File: config.mk
export PLATFORM = sky130hd
export DESIGN_NAME = mem_arbiter
export DESIGN_NICKNAME = d
export VERILOG_FILES = /design/src/rtl/mem_arb_pkg.sv /design/src/rtl/mem_arb_picker.sv /design/src/rtl/mem_arbiter.sv
export SDC_FILE = /design/constraint.sdc
export NUM_CORES = 1
export LEC_CHECK = 0
export CAP_MARGIN = 20
export CORE_AREA = 2 2 79 81
export DETAILED_ROUTE_END_ITERATION = 7
export DIE_AREA = 0 0 81 83
export PLACE_DENSITY = 0.72
export SETUP_SLACK_MARGIN = 0.1
export SYNTH_ARGS = -nofsm -noshare
export SYNTH_HDL_FRONTEND = slang
export SYNTH_SLANG_ARGS = --single-unit
export TNS_END_PERCENT = 10
File: constraint.sdc
create_clock -name HCLK -period 1.3 [get_ports HCLK]
set_input_delay 0.39 -clock HCLK [delete_from_list [all_inputs] [get_ports HCLK]]
set_output_delay 0.39 -clock HCLK [all_outputs]
set_load 0.01 [all_outputs]
File: src/rtl/mem_arb_pkg.sv
// Shared types and helpers for the memory-port arbiter.
// Holds the arbiter state encoding and a one-hot to index conversion.
package mem_arb_pkg;

    typedef enum logic {
        ST_IDLE = 1'b0,
        ST_BUSY = 1'b1
    } arb_state_t;

    // Upper bound on master count that onehot_to_idx can encode
    localparam int MAX_MASTERS = 32;
    localparam int IDX_MAX_W   = 5;

    // Index of the single set bit of a one-hot vector (0 when the vector is empty)
    function automatic logic [IDX_MAX_W-1:0] onehot_to_idx(input logic [MAX_MASTERS-1:0] oh);
        logic [IDX_MAX_W-1:0] idx;
        idx = '0;
        for (int i = 0; i < MAX_MASTERS; i++) begin
            idx = idx | (oh[i] ? IDX_MAX_W'(i) : '0);
        end
        return idx;
    endfunction

endpackage

File: src/rtl/mem_arb_picker.sv
// Combinational winner selection for the memory-port arbiter.
// Build option ARB_ROUND_ROBIN_EN: when defined, the winner is the first
// requester at or after ptr (wrapping); otherwise the lowest index wins and
// there is no ptr port.
module mem_arb_picker #(
    parameter int NUM_MASTERS = 2
) (
    input  logic [NUM_MASTERS-1:0]         req,
`ifdef ARB_ROUND_ROBIN_EN
    input  logic [$clog2(NUM_MASTERS)-1:0] ptr,
`endif
    output logic [NUM_MASTERS-1:0]         win
);

`ifdef ARB_ROUND_ROBIN_EN
    localparam int IDX_W = $clog2(NUM_MASTERS);

    logic found_s;

    // Two passes: requesters at or above ptr first, then wrap to the bottom
    always_comb begin
        win     = '0;
        found_s = 1'b0;
        for (int i = 0; i < NUM_MASTERS; i++) begin
            if (!found_s && req[i] && (IDX_W'(i) >= ptr)) begin
                win[i]  = 1'b1;
                found_s = 1'b1;
            end else begin
                found_s = found_s;
            end
        end
        for (int i = 0; i < NUM_MASTERS; i++) begin
            if (!found_s && req[i]) begin
                win[i]  = 1'b1;
                found_s = 1'b1;
            end else begin
                found_s = found_s;
            end
        end
    end
`else
    logic found_s;

    // Fixed priority: lowest index requester wins
    always_comb begin
        win     = '0;
        found_s = 1'b0;
        for (int i = 0; i < NUM_MASTERS; i++) begin
            if (!found_s && req[i]) begin
                win[i]  = 1'b1;
                found_s = 1'b1;
            end else begin
                found_s = found_s;
            end
        end
    end
`endif

endmodule

File: src/rtl/mem_arbiter.sv
// N-master arbiter and multiplexer in front of a single shared memory port.
// One transfer in flight at a time; grant is registered and held until PREADY.
// Build option ARB_ROUND_ROBIN_EN selects round-robin arbitration (default:
// fixed priority, master 0 highest). A completing master is always excluded
// from the back-to-back re-arbitration so others cannot be starved.
module mem_arbiter
    import mem_arb_pkg::*;
#(
    parameter int NUM_MASTERS = 2,
    parameter int ADDR_W      = 32,
    parameter int DATA_W      = 32
) (
    input  logic                          HCLK,
    input  logic                          HRESET,
    input  logic [NUM_MASTERS-1:0]        HTRANS,
    input  logic [NUM_MASTERS*ADDR_W-1:0] HADDR,
    input  logic [NUM_MASTERS-1:0]        HWRITE,
    input  logic [NUM_MASTERS*DATA_W-1:0] HWDATA,
    input  logic                          PREADY,
    output logic                          PSEL,
    output logic [ADDR_W-1:0]             PADDR,
    output logic                          PWRITE,
    output logic [DATA_W-1:0]             PDATA,
    output logic [NUM_MASTERS-1:0]        grant,
    output logic [NUM_MASTERS-1:0]        stall,
    output logic                          HRESET_o
);

    arb_state_t               state_r;
    logic [NUM_MASTERS-1:0]   grant_r;
    logic                     psel_r;
    logic [NUM_MASTERS-1:0]   arb_req_s;
    logic [NUM_MASTERS-1:0]   pick_s;
    logic                     load_s;
    logic [ADDR_W-1:0]        mux_addr_s;
    logic                     mux_wr_s;
    logic [DATA_W-1:0]        mux_data_s;

    // Requests eligible for arbitration this cycle: all in IDLE, all but the
    // completing master on a completion cycle, none while waiting on memory
    always_comb begin
        arb_req_s = '0;
        case (state_r)
            ST_IDLE: arb_req_s = HTRANS;
            ST_BUSY: begin
                if (PREADY) begin
                    arb_req_s = HTRANS & ~grant_r;
                end else begin
                    arb_req_s = '0;
                end
            end
            default: arb_req_s = '0;
        endcase
        load_s = |arb_req_s;
    end

`ifdef ARB_ROUND_ROBIN_EN
    localparam int IDX_W = $clog2(NUM_MASTERS);

    logic [IDX_W-1:0]     ptr_r;
    logic [IDX_W-1:0]     ptr_next_s;
    logic [IDX_MAX_W-1:0] win_idx_s;

    mem_arb_picker #(
        .NUM_MASTERS (NUM_MASTERS)
    ) u_picker (
        .req (arb_req_s),
        .ptr (ptr_r),
        .win (pick_s)
    );

    // Pointer moves to the slot just after the winner, wrapping at the top
    always_comb begin
        win_idx_s = onehot_to_idx(MAX_MASTERS'(pick_s));
        if (win_idx_s == IDX_MAX_W'(NUM_MASTERS - 1)) begin
            ptr_next_s = '0;
        end else begin
            ptr_next_s = win_idx_s[IDX_W-1:0] + IDX_W'(1);
        end
    end

    // Round-robin pointer register, advanced whenever a grant is loaded
    always_ff @(posedge HCLK) begin
        if (!HRESET) begin
            ptr_r <= '0;
        end else if (load_s) begin
            ptr_r <= ptr_next_s;
        end else begin
            ptr_r <= ptr_r;
        end
    end
`else
    mem_arb_picker #(
        .NUM_MASTERS (NUM_MASTERS)
    ) u_picker (
        .req (arb_req_s),
        .win (pick_s)
    );
`endif

    // Arbitration state machine with registered grant and PSEL
    always_ff @(posedge HCLK) begin
        if (!HRESET) begin
            state_r <= ST_IDLE;
            grant_r <= '0;
            psel_r  <= 1'b0;
        end else begin
            case (state_r)
                ST_IDLE: begin
                    if (load_s) begin
                        state_r <= ST_BUSY;
                        grant_r <= pick_s;
                        psel_r  <= 1'b1;
                    end else begin
                        state_r <= ST_IDLE;
                        grant_r <= '0;
                        psel_r  <= 1'b0;
                    end
                end
                ST_BUSY: begin
                    if (PREADY && load_s) begin
                        state_r <= ST_BUSY;
                        grant_r <= pick_s;
                        psel_r  <= 1'b1;
                    end else if (PREADY) begin
                        state_r <= ST_IDLE;
                        grant_r <= '0;
                        psel_r  <= 1'b0;
                    end else begin
                        state_r <= ST_BUSY;
                        grant_r <= grant_r;
                        psel_r  <= 1'b1;
                    end
                end
                default: begin
                    state_r <= ST_IDLE;
                    grant_r <= '0;
                    psel_r  <= 1'b0;
                end
            endcase
        end
    end

    // AND-OR mux of the granted master's address, direction and data (zero when idle)
    always_comb begin
        mux_addr_s = '0;
        mux_wr_s   = 1'b0;
        mux_data_s = '0;
        for (int i = 0; i < NUM_MASTERS; i++) begin
            mux_addr_s = mux_addr_s | (HADDR[i*ADDR_W +: ADDR_W] & {ADDR_W{grant_r[i]}});
            mux_wr_s   = mux_wr_s   | (HWRITE[i] & grant_r[i]);
            mux_data_s = mux_data_s | (HWDATA[i*DATA_W +: DATA_W] & {DATA_W{grant_r[i]}});
        end
    end

    assign PSEL     = psel_r;
    assign PADDR    = mux_addr_s;
    assign PWRITE   = mux_wr_s;
    assign PDATA    = mux_data_s;
    assign grant    = grant_r;
    assign stall    = HTRANS & ~(grant_r & {NUM_MASTERS{psel_r & PREADY}}) & {NUM_MASTERS{HRESET}};
    assign HRESET_o = HRESET;

endmodule

== Yosys cells after proc, flatten, opt, wreduce, memory -nomap -nowiden ==
Cells that the tools add are included.
Widths: inputs -> output; s select.
Storage, ports and cells
  register bits: 3
  bits in latches: 0
  memory bits (writable): 0
  bits in read-only memories: 0
  input port bits: 135
  output and inout port bits: 71
  word-level logic and storage cells: 36
  memories: 0
Operators by class
  add/subtract/negate cells: 0
  $mul: 0
  divide/modulo/power cells: 0
  magnitude comparators: 0
  equal/unequal tests: 1
  shift-type cells: 0
  mux-type cells: 12
  bitwise operators: 17
  reductions and logical operators: 4
Operator list (count)
  $and 32x32->32: 4
  $or 32x32->32: 2
  $and 2x2->2: 4
  $mux 2: 4
  $pmux 2 s2: 2
  $mux 1: 5
  $not 2->2: 2
  $and 1x1->1: 3
  $ne 3x2->1 const B: 1
  $logic_and 1x1->1: 2
  $pmux 1 s2: 1
  $reduce_or 2->1: 1
  $logic_not 1->1: 1
  $not 1->1: 1
  $or 1x1->1: 1

== Logic depth before layout (Yosys ltp) ==
  word-level depth: 10
  depth in mapped cells: 3
  gate-level depth less buffers: 3

== By module ==
A second synthesis with hierarchy kept.
Second synthesis, totals
  cell total of the unflattened synthesis: 105
  area, all modules: 872.1 um^2
By module, submodules not included
  mem_arbiter: instances 1, cells each 103, area an instance 850.8 um^2, seq. area each 60.1 um^2
  mem_arb_picker: instances 1, cells each 2, area an instance 21.3 um^2, seq. area each 0.0 um^2

== Worst setup path before layout ==
No wires, ideal clock.
  path kind: reg2out
  start point: register grant_r[0] (netlist: grant[0])
  end point: output port PADDR[12]
  arrival: 0.872 ns
  data required time: 0.910 ns
  path slack: 0.038 ns
  stages on the path, launching flop included: 4
  buffers on the path: 2
  path through: dfxtp_1 > buf_6 > buf_6 > a22o_1
On the way
  word-level cells in the longest chain between the ends: 2
RTL lines
  from (decl): RTL line mem_arbiter.sv:30  | logic [NUM_MASTERS-1:0] grant_r;
  from (signal assigned): RTL line mem_arbiter.sv:112  | grant_r <= pick_s;
  from (signal assigned): RTL line mem_arbiter.sv:123  | grant_r <= pick_s;
  from (signal assigned): RTL line mem_arbiter.sv:131  | grant_r <= grant_r;
  $and 32x32->32: RTL line mem_arbiter.sv:150  | mux_addr_s = mux_addr_s | (HADDR[i*ADDR_W +: ADDR_W] & {ADDR_W{grant_r[i]}});
  $or 32x32->32: RTL line mem_arbiter.sv:150
  to (decl): RTL line mem_arbiter.sv:21  | output logic [ADDR_W-1:0] PADDR,
No other way between the ends.

== Worst setup path in the final report ==
  start point: register grant_r[0] (netlist: grant[0])
  end point: output port PADDR[24]
The elaborated chain is that of the path after synthesis.

==> impl_metrics.csv <==
group,metric,value,unit
setup_path,crit_type,"flip-flop to primary output",
yosys,ys_ff_latch,3,
route,drt.antenna.violating_nets,0,
clock_tree,clk_latency,0.22,ns
setup_path,crit_arrival,1.23,ns
route,dr_wl_met2,3.00,mm
setup_path,reg2reg_from,"grant[0]$_SDFFE_PN0P_",
floorplan,rows,28,
pwr,ir_drop,0.591,mV
global_routing,grt_usage,15.5,%
min_path,hold_start,"HTRANS[0]",
clock_tree,numCtsBuffers,3,
floorplan,die_height,83,um
yosys,seq_area_frac_synth,6.98,%
global_routing,grt_antenna_before_repair,0,
sta,worst_slew_pin_slew,0.175,ns
global_routing,grt_pass1_vias,1847,
sta,slew_violations,0,
global_routing,gr-total-overflow,0,
yosys,synth_area,861,um2
yosys,synth_xor_area_share,0,%
yosys,synth-simple-area-share,3.34,%
sta,period_minus_slack,1.62,ns
yosys,synthesis.nets,232,
route,drt-wirelength-per-cell,15.4,um
floorplan,initial_core_util,14.8,%
sta,fin_ws,-0.317,ns
final_layout,drive_gt1_share,34.4,%
final_layout,antenna_cells,0,
placement,globalplace.congestion,0.785,
pwr,leakage,1.53,nW
route,first_iter_violations,26,
setup_path,critical_path_peak_fanout,13,
status,status,"finished, violations left",
status,violations,"negative setup slack",
yosys,yosysTopAreaCell,"a22o_1",
clock_tree,clockBufferDepth,2,
min_path,hold_path.class,"input port to flip-flop",
yosys,synth_edf_count,0,
route,dr.pass1.iters,4,
yosys,synth_fa_ha_area_share,0,%
sta,clock_skew,0.00429,ns
yosys,synth-compound-area-share,73.7,%
sta,fin_hold_ws,0.623,ns
sta,rsz0062_at_grt,"yes",
yosys,synth_top_area_share,66.1,%
final_layout,multiInputGateArea,668,um2
yosys,yosysWarnings,0,
route,num_vias,1768,
route,wl,6.08,mm
yosys,muxShareOfSynthArea,0,%
floorplan,die-area,6720,um2
clock_tree,cts-hold-fix-buffers,0,
yosys,ys_top_cells_by_area,"a22o_1, buf_6, dfxtp_1",
clock_tree,cts.reportedPaths.clkPinSlew,0.03,ns
final_layout,fin_nets,456,
setup_path,cp-start-kind,"flip-flop",
sta,finalSetupViolCount,68,
sta,finalHoldViolCount,0,
sta,period_share,124,%
final_layout,fillers,583,
floorplan,io_pins,206,
global_routing,grt_max_degree,28,
route,top_layer,"met4",
pwr,power.density,468,nW/um2
yosys,ys.flop_type,"dfxtp_1",
yosys,synth-async-reset-ratio,0,%
clock_tree,clock-sinks,3,
route,route.met3.wl,849,um
pwr,power,1.41,mW
final_layout,area_growth,249,%
yosys,synth.distinct_cells,15,
clock_tree,h-tree-depth,1,
yosys,synth_top_family_by_area,"compound AO/OA/AOI/OAI gates",
yosys,avgSynthCellArea,8.87,um2
yosys,yosysMostFrequentCell,"a22o_1",
yosys,synth_common_cells,"a22o_1, buf_6, buf_4",
route,wl_met1,2.21,mm
route,post-route-drc-count,0,
floorplan,coreArea,5820,um2
setup_path,end_kind,"primary output",
floorplan,chipWidth,81,um
setup_path,critPathRequiredTime,0.91,ns
placement,io_buffer_count,205,
setup_path,critPathLaunch,"grant[0]$_SDFFE_PN0P_",
clock_tree,tritoncts,"yes",
sta,slew_headroom,88.4,%
sta,fmax,619,MHz
clock_tree,root_buffer,"clkbuf_8",
placement,place_hpwl,4.47,mm
flow_run,drv_cap,0,
route,avgViaCountPerCell,4.48,
global_routing,grt_pass1_wl,8.61,mm
yosys,syn_inst,97,
final_layout,regArea,71.3,um2
==> path summary, 6_finish.rpt <==
check,endpoint,slack [ns],cells after the start
worst max-delay path,PADDR[24],-0.32,4
worst min-delay path,PSEL$_SDFF_PN0_,0.62,4
worst max register to register,grant[0]$_SDFFE_PN0P_,0.19,5
worst min register to register,PSEL$_SDFF_PN0_,0.68,3
==> kinds of logic after synthesis <==
family,after synthesis
AO/OA/AOI/OAI,72
buffers and inverters,16
flip-flops,3
AND/OR/NAND/NOR,6
==> final cells by class <==
type | instances | area share, %
Timing Repair Buffer | 234 | 70.6
Multi-Input combinational cell | 78 | 22.3
Tap cell | 75 | 3.13
Sequential cell | 3 | 2.37
Clock buffer | 4 | 1.50
Inverter | 1 | 0.125
==> sequential cells by signal, summed over array words and instances, names as in the netlist <==
signal and count:
PSEL 1, grant 2
==> critical path: stages (launching register included) <==
cell and delay (ns):
dfxtp_4 0.37, buf_4 0.14, buf_12 0.13, a22o_1 0.22, buf_2 0.14
==> power breakdown <==
group	internal [mW]	switching [mW]	total (mW)
clock network	0.209	0.0634	0.273
logic	0.672	0.350	1.02
registers	0.0977	0.0129	0.111
==> per-layer routing <==
layer | track usage (%) | vias to the layer above
met5 | 0 | -
met4 | 2.16 | 0
met3 | 6.09 | 2
met2 | 29.8 | 119
met1 | 15.7 | 777
li1 | - | 870
==> cell usage in the layout (no fill, tap or decap), drive strengths merged <==
master and n:
o211a 2, a41o 1, nand2b 1, a22o 65, nand2 3, dlymetal6s2s 4
buf 96, dfxtp 3, o21a 1, nor3b 1, dlygate4sd2 41, a21boi 2
clkbuf 8, nor2 1, clkdlybuf4s15 2, a22oi 1, inv 1, clkdlybuf4s50 87
==> timing repair <==
item	in CTS	in global routing
gates resized for setup	337	17
gates cloned	3	5
pin swaps	32	24
endpoints found under the hold margin	0	0
buffers inserted	3	5
setup endpoints to repair	73	72
==> through the flow <==
stage                     instance area, um2  cells  utilization (%)  setup slack (ns)  setup TNS, ns
after floorplan                          863     97                -            0.0784              0
after global placement                  3020    376             51.9            -0.710         -41.85
after detailed placement                3020    376             51.9            -0.746         -42.48
after CTS                               2830    386             48.7            -0.362         -17.43
after global routing                    3000    395             51.6            -0.351         -21.63
final                                   3000    395             51.6            -0.317         -19.01
Note: power is estimated with default switching activity, not from simulation.
